==> config.mk <==
export PLATFORM = sky130hd
export DESIGN_NAME = multi_phase_clk_div
export DESIGN_NICKNAME = d
export VERILOG_FILES = /design/src/rtl/multi_phase_clk_div_pkg.sv /design/src/rtl/clk_div_channel.sv /design/src/rtl/multi_phase_clk_div.sv
export SDC_FILE = /design/constraint.sdc
export NUM_CORES = 2
export LEC_CHECK = 0
export CAP_MARGIN = 10
export CORE_ASPECT_RATIO = 1.1
export CORE_UTILIZATION = 65
export DETAILED_ROUTE_END_ITERATION = 10
export PLACE_DENSITY = 0.83
export REMOVE_ABC_BUFFERS = 1
export SLEW_MARGIN = 10
export SYNTH_ARGS = -nofsm -noshare
export SYNTH_HDL_FRONTEND = slang
export SYNTH_HIERARCHICAL = 1
export SYNTH_SLANG_ARGS = --single-unit
==> constraint.sdc <==
create_clock -name clk50m -period 10.9 [get_ports clk50m]
set_clock_uncertainty 0.15 [all_clocks]
set_input_delay 2.18 -clock clk50m [delete_from_list [all_inputs] [get_ports clk50m]]
set_output_delay 2.18 -clock clk50m [all_outputs]
set_load 0.005 [all_outputs]
==> src/rtl/multi_phase_clk_div_pkg.sv <==
// Shared definitions for the multi-phase clock divider.
//   ch_state_t     : per-channel FSM state (IDLE, DELAY, RUN)
//   DEF_HALF_DFLT  : default half-period in clk50m cycles (50 kHz output)
//   HALF_FN_W      : width of the half_nz() argument/result; CW must not exceed it
//   half_nz()      : maps a half-period of 0 to 1 so a channel always advances
package multi_phase_clk_div_pkg;

  typedef enum logic [1:0] {
    ST_IDLE  = 2'd0,
    ST_DELAY = 2'd1,
    ST_RUN   = 2'd2
  } ch_state_t;

  localparam int DEF_HALF_DFLT = 500;
  localparam int HALF_FN_W     = 64;

  function automatic logic [HALF_FN_W-1:0] half_nz(input logic [HALF_FN_W-1:0] h);
    return (h == '0) ? HALF_FN_W'(1) : h;
  endfunction

endpackage

==> src/rtl/clk_div_channel.sv <==
// One divider channel: FSM, counter, active/shadow half-period and pending flag.
// Ports:
//   clk50m, rst         : system clock, async active-high reset
//   en                  : channel enable (0 forces IDLE next edge)
//   sync                : global restart pulse, ignored while IDLE
//   wr                  : accepted config write targeting this channel
//   wr_half, wr_delay   : config data for that write
//   clk_out             : divided clock (registered)
//   tick                : one-cycle pulse on every clk_out toggle
//   running             : state is not IDLE
//   pending             : a half-period change waits for the next boundary
module clk_div_channel
  import multi_phase_clk_div_pkg::*;
#(
  parameter int CW       = 30,
  parameter int DEF_HALF = DEF_HALF_DFLT
) (
  input  logic          clk50m,
  input  logic          rst,
  input  logic          en,
  input  logic          sync,
  input  logic          wr,
  input  logic [CW-1:0] wr_half,
  input  logic [CW-1:0] wr_delay,
  output logic          clk_out,
  output logic          tick,
  output logic          running,
  output logic          pending
);

  ch_state_t     state;
  logic [CW-1:0] cnt;
  logic [CW-1:0] half;
  logic [CW-1:0] shadow;
  logic [CW-1:0] delay;
  logic [CW-1:0] dly_act;
  logic [CW-1:0] wr_half_nz;
  logic          starting;

  assign wr_half_nz = CW'(half_nz(HALF_FN_W'(wr_half)));
  assign running    = (state != ST_IDLE);
  // A channel leaving IDLE this edge is treated as busy for config purposes,
  // so a half written on that edge waits for the first period boundary.
  assign starting   = (state == ST_IDLE) && en;

  always_ff @(posedge clk50m or posedge rst) begin
    if (rst) begin
      state   <= ST_IDLE;
      cnt     <= '0;
      half    <= CW'(DEF_HALF);
      shadow  <= CW'(DEF_HALF);
      delay   <= '0;
      dly_act <= '0;
      pending <= 1'b0;
      clk_out <= 1'b0;
      tick    <= 1'b0;
    end else begin
      tick <= 1'b0;
      if (!en) begin
        state   <= ST_IDLE;
        cnt     <= '0;
        clk_out <= 1'b0;
        if (pending) begin
          half    <= shadow;
          pending <= 1'b0;
        end
      end else if (sync && state != ST_IDLE) begin
        // Phase realign: restart exactly like a fresh enable.
        state   <= (delay == '0) ? ST_RUN : ST_DELAY;
        dly_act <= delay;
        cnt     <= '0;
        clk_out <= 1'b0;
        if (pending) begin
          half    <= shadow;
          pending <= 1'b0;
        end
      end else begin
        unique case (state)
          ST_IDLE: begin
            state   <= (delay == '0) ? ST_RUN : ST_DELAY;
            dly_act <= delay;
            cnt     <= '0;
          end
          ST_DELAY: begin
            // dly_act is latched at start so a delay write mid-DELAY only
            // affects the next start.
            if (cnt == dly_act - CW'(1)) begin
              state <= ST_RUN;
              cnt   <= '0;
            end else begin
              cnt <= cnt + CW'(1);
            end
          end
          ST_RUN: begin
            if (cnt == half - CW'(1)) begin
              clk_out <= ~clk_out;
              tick    <= 1'b1;
              cnt     <= '0;
              if (pending) begin
                half    <= shadow;
                pending <= 1'b0;
              end
            end else begin
              cnt <= cnt + CW'(1);
            end
          end
          default: state <= ST_IDLE;
        endcase
      end

      // A write is only accepted while pending is clear, so it never collides
      // with the pending-apply paths above.
      if (wr) begin
        delay <= wr_delay;
        if (state == ST_IDLE && !starting) begin
          half <= wr_half_nz;
        end else begin
          shadow  <= wr_half_nz;
          pending <= 1'b1;
        end
      end
    end
  end

endmodule

==> src/rtl/multi_phase_clk_div.sv <==
// Multi-channel clock divider from the 50 MHz system clock. Each channel
// generates a square wave with programmable half-period and start delay.
// Ports:
//   clk50m, rst              : system clock, async active-high reset
//   en[NCH]                  : per-channel enable
//   sync                     : global phase-realign pulse
//   cfg_valid / cfg_ready    : config write handshake (ready is combinational on cfg_ch)
//   cfg_ch, cfg_half, cfg_delay : target channel and config data
//   clk_out[NCH], tick[NCH], running[NCH] : per-channel outputs
module multi_phase_clk_div
  import multi_phase_clk_div_pkg::*;
#(
  parameter  int NCH      = 4,
  parameter  int CW       = 30,
  parameter  int DEF_HALF = DEF_HALF_DFLT,
  localparam int CHW      = (NCH > 1) ? $clog2(NCH) : 1
) (
  input  logic           clk50m,
  input  logic           rst,
  input  logic [NCH-1:0] en,
  input  logic           sync,
  input  logic           cfg_valid,
  output logic           cfg_ready,
  input  logic [CHW-1:0] cfg_ch,
  input  logic [CW-1:0]  cfg_half,
  input  logic [CW-1:0]  cfg_delay,
  output logic [NCH-1:0] clk_out,
  output logic [NCH-1:0] tick,
  output logic [NCH-1:0] running
);

  logic [NCH-1:0]      pending;
  logic [NCH-1:0]      wr_sel;
  // Pending flags padded to the full cfg_ch range; unused codes read as not
  // pending, so writes to nonexistent channels are accepted and dropped.
  logic [2**CHW-1:0]   pend_pad;

  always_comb begin
    pend_pad          = '0;
    pend_pad[NCH-1:0] = pending;
  end

  assign cfg_ready = !pend_pad[cfg_ch];

  for (genvar i = 0; i < NCH; i++) begin : g_ch
    assign wr_sel[i] = cfg_valid && cfg_ready && (cfg_ch == CHW'(i));

    clk_div_channel #(
      .CW       (CW),
      .DEF_HALF (DEF_HALF)
    ) u_ch (
      .clk50m   (clk50m),
      .rst      (rst),
      .en       (en[i]),
      .sync     (sync),
      .wr       (wr_sel[i]),
      .wr_half  (cfg_half),
      .wr_delay (cfg_delay),
      .clk_out  (clk_out[i]),
      .tick     (tick[i]),
      .running  (running[i]),
      .pending  (pending[i])
    );
  end

endmodule
# Word level (Yosys, flattened, before mapping)

Index checks and enable logic that the tools add are counted.

Register bits: 620
Bits of input ports: 70
Output and inout port bits: 13
Word-level logic and storage cells: 287

Add/sub/neg operators: 12
Reductions and logical operators: 56
Bitwise logic cells: 8
Magnitude comparators: 1
Muxes and demuxes: 135
Eq/ne operators: 39

Operators by type and width:

| cell                    | number |
|---|---|
| $mux W30                | 53 |
| $pmux W30 S3            | 4 |
| $eq A30 B30 Y1          | 8 |
| $sub A30 B1 Y30 const B | 8 |
| $logic_not A30 Y1       | 5 |
| $add A30 B1 Y30 const B | 4 |
| $mux W1                 | 57 |
| $mux W2                 | 16 |
| $reduce_and A2 Y1       | 16 |
| $ne A3 B1 Y1 const B    | 8 |
| $pmux W2 S3             | 4 |
| $ne A5 B1 Y1 const B    | 4 |
| $logic_and A1 B1 Y1     | 17 |
| $ne A4 B2 Y1 const B    | 4 |
| $reduce_bool A2 Y1      | 8 |
| $eq A2 B2 Y1 const B    | 6 |
| $ne A3 B2 Y1 const B    | 4 |
| $eq A2 B1 Y1 const B    | 5 |
| $logic_not A2 Y1        | 5 |
| $not A1 Y1              | 8 |
| $logic_not A1 Y1        | 5 |
| $lt A2 B3 Y1 const B    | 1 |
| $bmux W1 S2             | 1 |

# Logic depth before layout (Yosys ltp)

Depth in word-level cells: 8
Mapped depth: 15
Gate-level depth less buffers: 11

# Hierarchy

Netlist, hierarchy kept.

Modules (own cells, without submodules):

| module                             | times used | cells an instance | area each (um^2) | sequential area each (um^2) |
|---|---|---|---|---|
| clk_div_channel (g_ch[1].u_ch ...) | 3          | 1,158             | 10,201.0         | 3,893.7 |
| clk_div_channel (g_ch[0].u_ch)     | 1          | 968               | 9,457.8          | 3,893.7 |
| multi_phase_clk_div                | 1          | 7                 | 63.8             | 0.0 |

# Worst setup path before layout

Ideal clock, no wire load.

Path type: input to output
Start: input port cfg_ch[0]
End: output port cfg_ready
Stages: 2
Buffers on the path: 0
Setup slack: 5.858 ns
Data required time: 8.570 ns
Arrival: 2.712 ns
Cell sequence: mux4_2 inv_1

Longest elaborated chain between the ends: 3

RTL lines:

| item                          | line                      | source |
|---|---|---|
| from (decl)                   | multi_phase_clk_div.sv:24 | `input logic [CHW-1:0] cfg_ch,` |
| $bmux W1 S2                   | multi_phase_clk_div.sv:43 | `assign cfg_ready = !pend_pad[cfg_ch];` |
| $mux W1 (not written as such) | multi_phase_clk_div.sv:43 |  |
| $logic_not A1 Y1              | multi_phase_clk_div.sv:43 |  |
| to (decl)                     | multi_phase_clk_div.sv:23 | `output logic cfg_ready,` |

Every way passes these cells. The select of a mux whose other input is x is not followed.

# Final worst setup path

Same ends and word-level chain as after synthesis.

==> qor.yml <==
cells_and_area:
  final_cells: 5195
  postLayoutCoreUtil_pct: 71.3
  final_cell_mix: "570 x dfrtp_1, 455 x nand2_1, 370 x mux2_2"
  drive_gt1_share_pct: 16.9
  num-nets-final: 4411
  final_common_cell: "dfrtp_1"
  syn2layout_area_growth_pct: 8.55
floorplan:
  placementRows: 95
  start_util_pct: 65.7
  top_level_ports: 83
  core_area_mm2: 0.0611
  die_w_um: 239
  die_area_mm2: 0.0627
  die_h_um: 263
logic_synthesis:
  yosysUniqueCellTypes: 90
  ys_warn_count: 6
  yosysSeqAreaShare_pct: 38.8
  ys.flop_type: "dfrtp_1"
  postSynthCellCount: 4449
  synth-edff-count: 0
  synth_area_per_cell_um2: 9.02
  synth_seq_cells: 620
  syn-cell-area_mm2: 0.0401
  synth-async-reset-ratio_pct: 100
power:
  powerDensity_mw_per_mm2: 210
  irDropWorstVdd_mv: 0.124
  p_leak_uw: 0.0175
  finalPower_uw: 9150
sta:
  setup_viol: 0
  fin_crit_ns: 6.13
  finalHoldViolCount: 0
  worst_slew_pin_slew_ns: 1.28
  setup_tns_ns: 0
  grt_setup_unrepaired: "no"
  drv_slew: 0
  max_freq_ghz: 0.163
  slew_headroom_pct: 14.2
  min_period_over_period_pct: 56.3
grt:
  grt_pass1_wl_um: 188000
  antenna_found_initial: 1
  grt_overflow: 0
  grt_pass1_vias: 33028
  grt_max_degree: 98
  track_usage_pct: 38.2
route:
  dr.pass1.iters: 8
  drtIter0Drc: 4088
  ant_nets: 0
  wl_per_cell_um: 23.2
  drc: 0
  viasPerCell: 6.78
  wirelength_um: 120000
  vias: 35211
critical_path:
  critical_path.max_fanout: 4
  criticalPathCategory: "primary input to output port"
  critical_path_arrival_ns: 3.80
  start_kind: "primary input"
  cp.required_ns: 8.57
  cp-end-kind: "output port"
placement:
  dp_hpwl_um: 78900
  io_buffers: 82
  dpl.cell_count: 5072
  gp_congestion: 0.952
flow_run:
  drv_cap: 0
clock_tree:
  clockBufferDepth: 3
  insertion_delay_ns: 0.63
  cts-htree-levels: 3
  cts_buffers: 67
  ctsHoldBuffers: 0
  tritoncts: "built"
  clock_tree.root_cell: "clkbuf_16"
  clock_sinks: 620
  postCtsSetupRepairBufs: 0
  post_cts_resized: 0
  path_clk_slew_ns: 0.06
run_status:
  status: "finished clean"
hold_path:
  hold_class: "flop to flop"
[final cells by class]
| cell class | instances | area, µm² |
|---|---|---|
| fillers | 4516 | 17500 |
| clock buffers | 92 | 2000 |
| diodes | 3 | 7.51 |
| repair buffers | 148 | 1320 |
| multi-input cells | 3397 | 23000 |
| clock inverters | 28 | 338 |
| well taps | 824 | 1030 |
| inverters | 83 | 332 |
| flip-flops and latches | 620 | 15600 |
[Yosys cell counts, types with 119 or more instances]
cell,number,share of area [%]
dfrtp_1,572,36
clkbuf_1,302,2.8
nor3_1,127,1.6
mux2_2,370,10
or3_1,131,2.0
o21ai_0,225,2.8
nor2_1,372,3.5
and3_1,119,1.9
nand2_1,455,4.3
xnor2_1,177,3.9
nor4_1,149,2.3
[layer usage]
layer	GRT usage, %	part of all wire [%]	up-vias	routed length (µm)
li1	-	-	15932	-
met1	50.5	39	17180	47100
met2	57.4	45	1714	53800
met3	8.18	9.6	385	11500
met4	23.3	6.7	0	8060
met5	0	0	-	0
[where the power goes]
part	internal, µW	switching (µW)
Sequential	2930	901
Clock	1440	1020
Combinational	1350	1520
[path summary, 6_finish.rpt]
path	from	end	slack (ns)	cells past startpoint
worst max-delay path	cfg_ch[0]	cfg_ready	4.77	4
worst min-delay path	g_ch[0].u_ch/shadow[10]	g_ch[0].u_ch/shadow[10]	0.35	1
worst max register to register	g_ch[3].u_ch/half[10]	g_ch[3].u_ch/cnt[11]	5.87	9
worst min register to register	g_ch[0].u_ch/shadow[10]	g_ch[0].u_ch/shadow[10]	0.35	1
max in group asynchronous	rst	g_ch[3].u_ch/pending	6.55	3
min in group asynchronous	rst	g_ch[3].u_ch/delay[9]	2.48	2
[worst max-delay path, cell delays in order]
cell             delay [ns]
clkdlybuf4s50_1        0.55
mux4_2                 0.52
inv_1                  0.06
clkdlybuf4s50_1        0.49
[per-stage QoR]
| step | area, µm² | hold slack (ns) | setup slack (ns) |
|---|---|---|---|
| floorplan | 38700 | 0.329 | 2.05 |
| global placement | 41200 | 0.336 | 4.77 |
| detailed placement | 41200 | 0.342 | 4.76 |
| CTS | 43500 | 0.356 | 4.76 |
| global route | 43500 | 0.376 | 4.69 |
| finish | 43600 | 0.354 | 4.77 |
[flip-flops by register name, summed over array words and instances, names as in the netlist]
| register | cells |
|---|---|
| g_ch.u_ch/state | 8 |
| g_ch.u_ch/half | 120 |
| g_ch.u_ch/cnt | 120 |
| g_ch.u_ch/tick | 4 |
| g_ch.u_ch/pending | 4 |
| g_ch.u_ch/delay | 120 |
| g_ch.u_ch/dly_act | 120 |
| g_ch.u_ch/clk_out | 4 |
| g_ch.u_ch/shadow | 120 |
[logic make-up (layout without fill, tap and decap cells)]
group / count (synthesis) / after routing / share of synthesized area (%)
buffers and inverters: 432 / 351 / 4.36
AOI/OAI and AO/OA: 775 / 775 / 13.5
xor gates and xnor gates: 283 / 283 / 6.18
adders and majority gates: 24 / 24 / 0.748
muxes: 419 / 419 / 11.6
DFF: 620 / 620 / 38.8
other: 0 / 3 / 0
and+or+nand+nor: 1896 / 1896 / 24.7
Note: power is estimated with default switching activity, not from simulation.
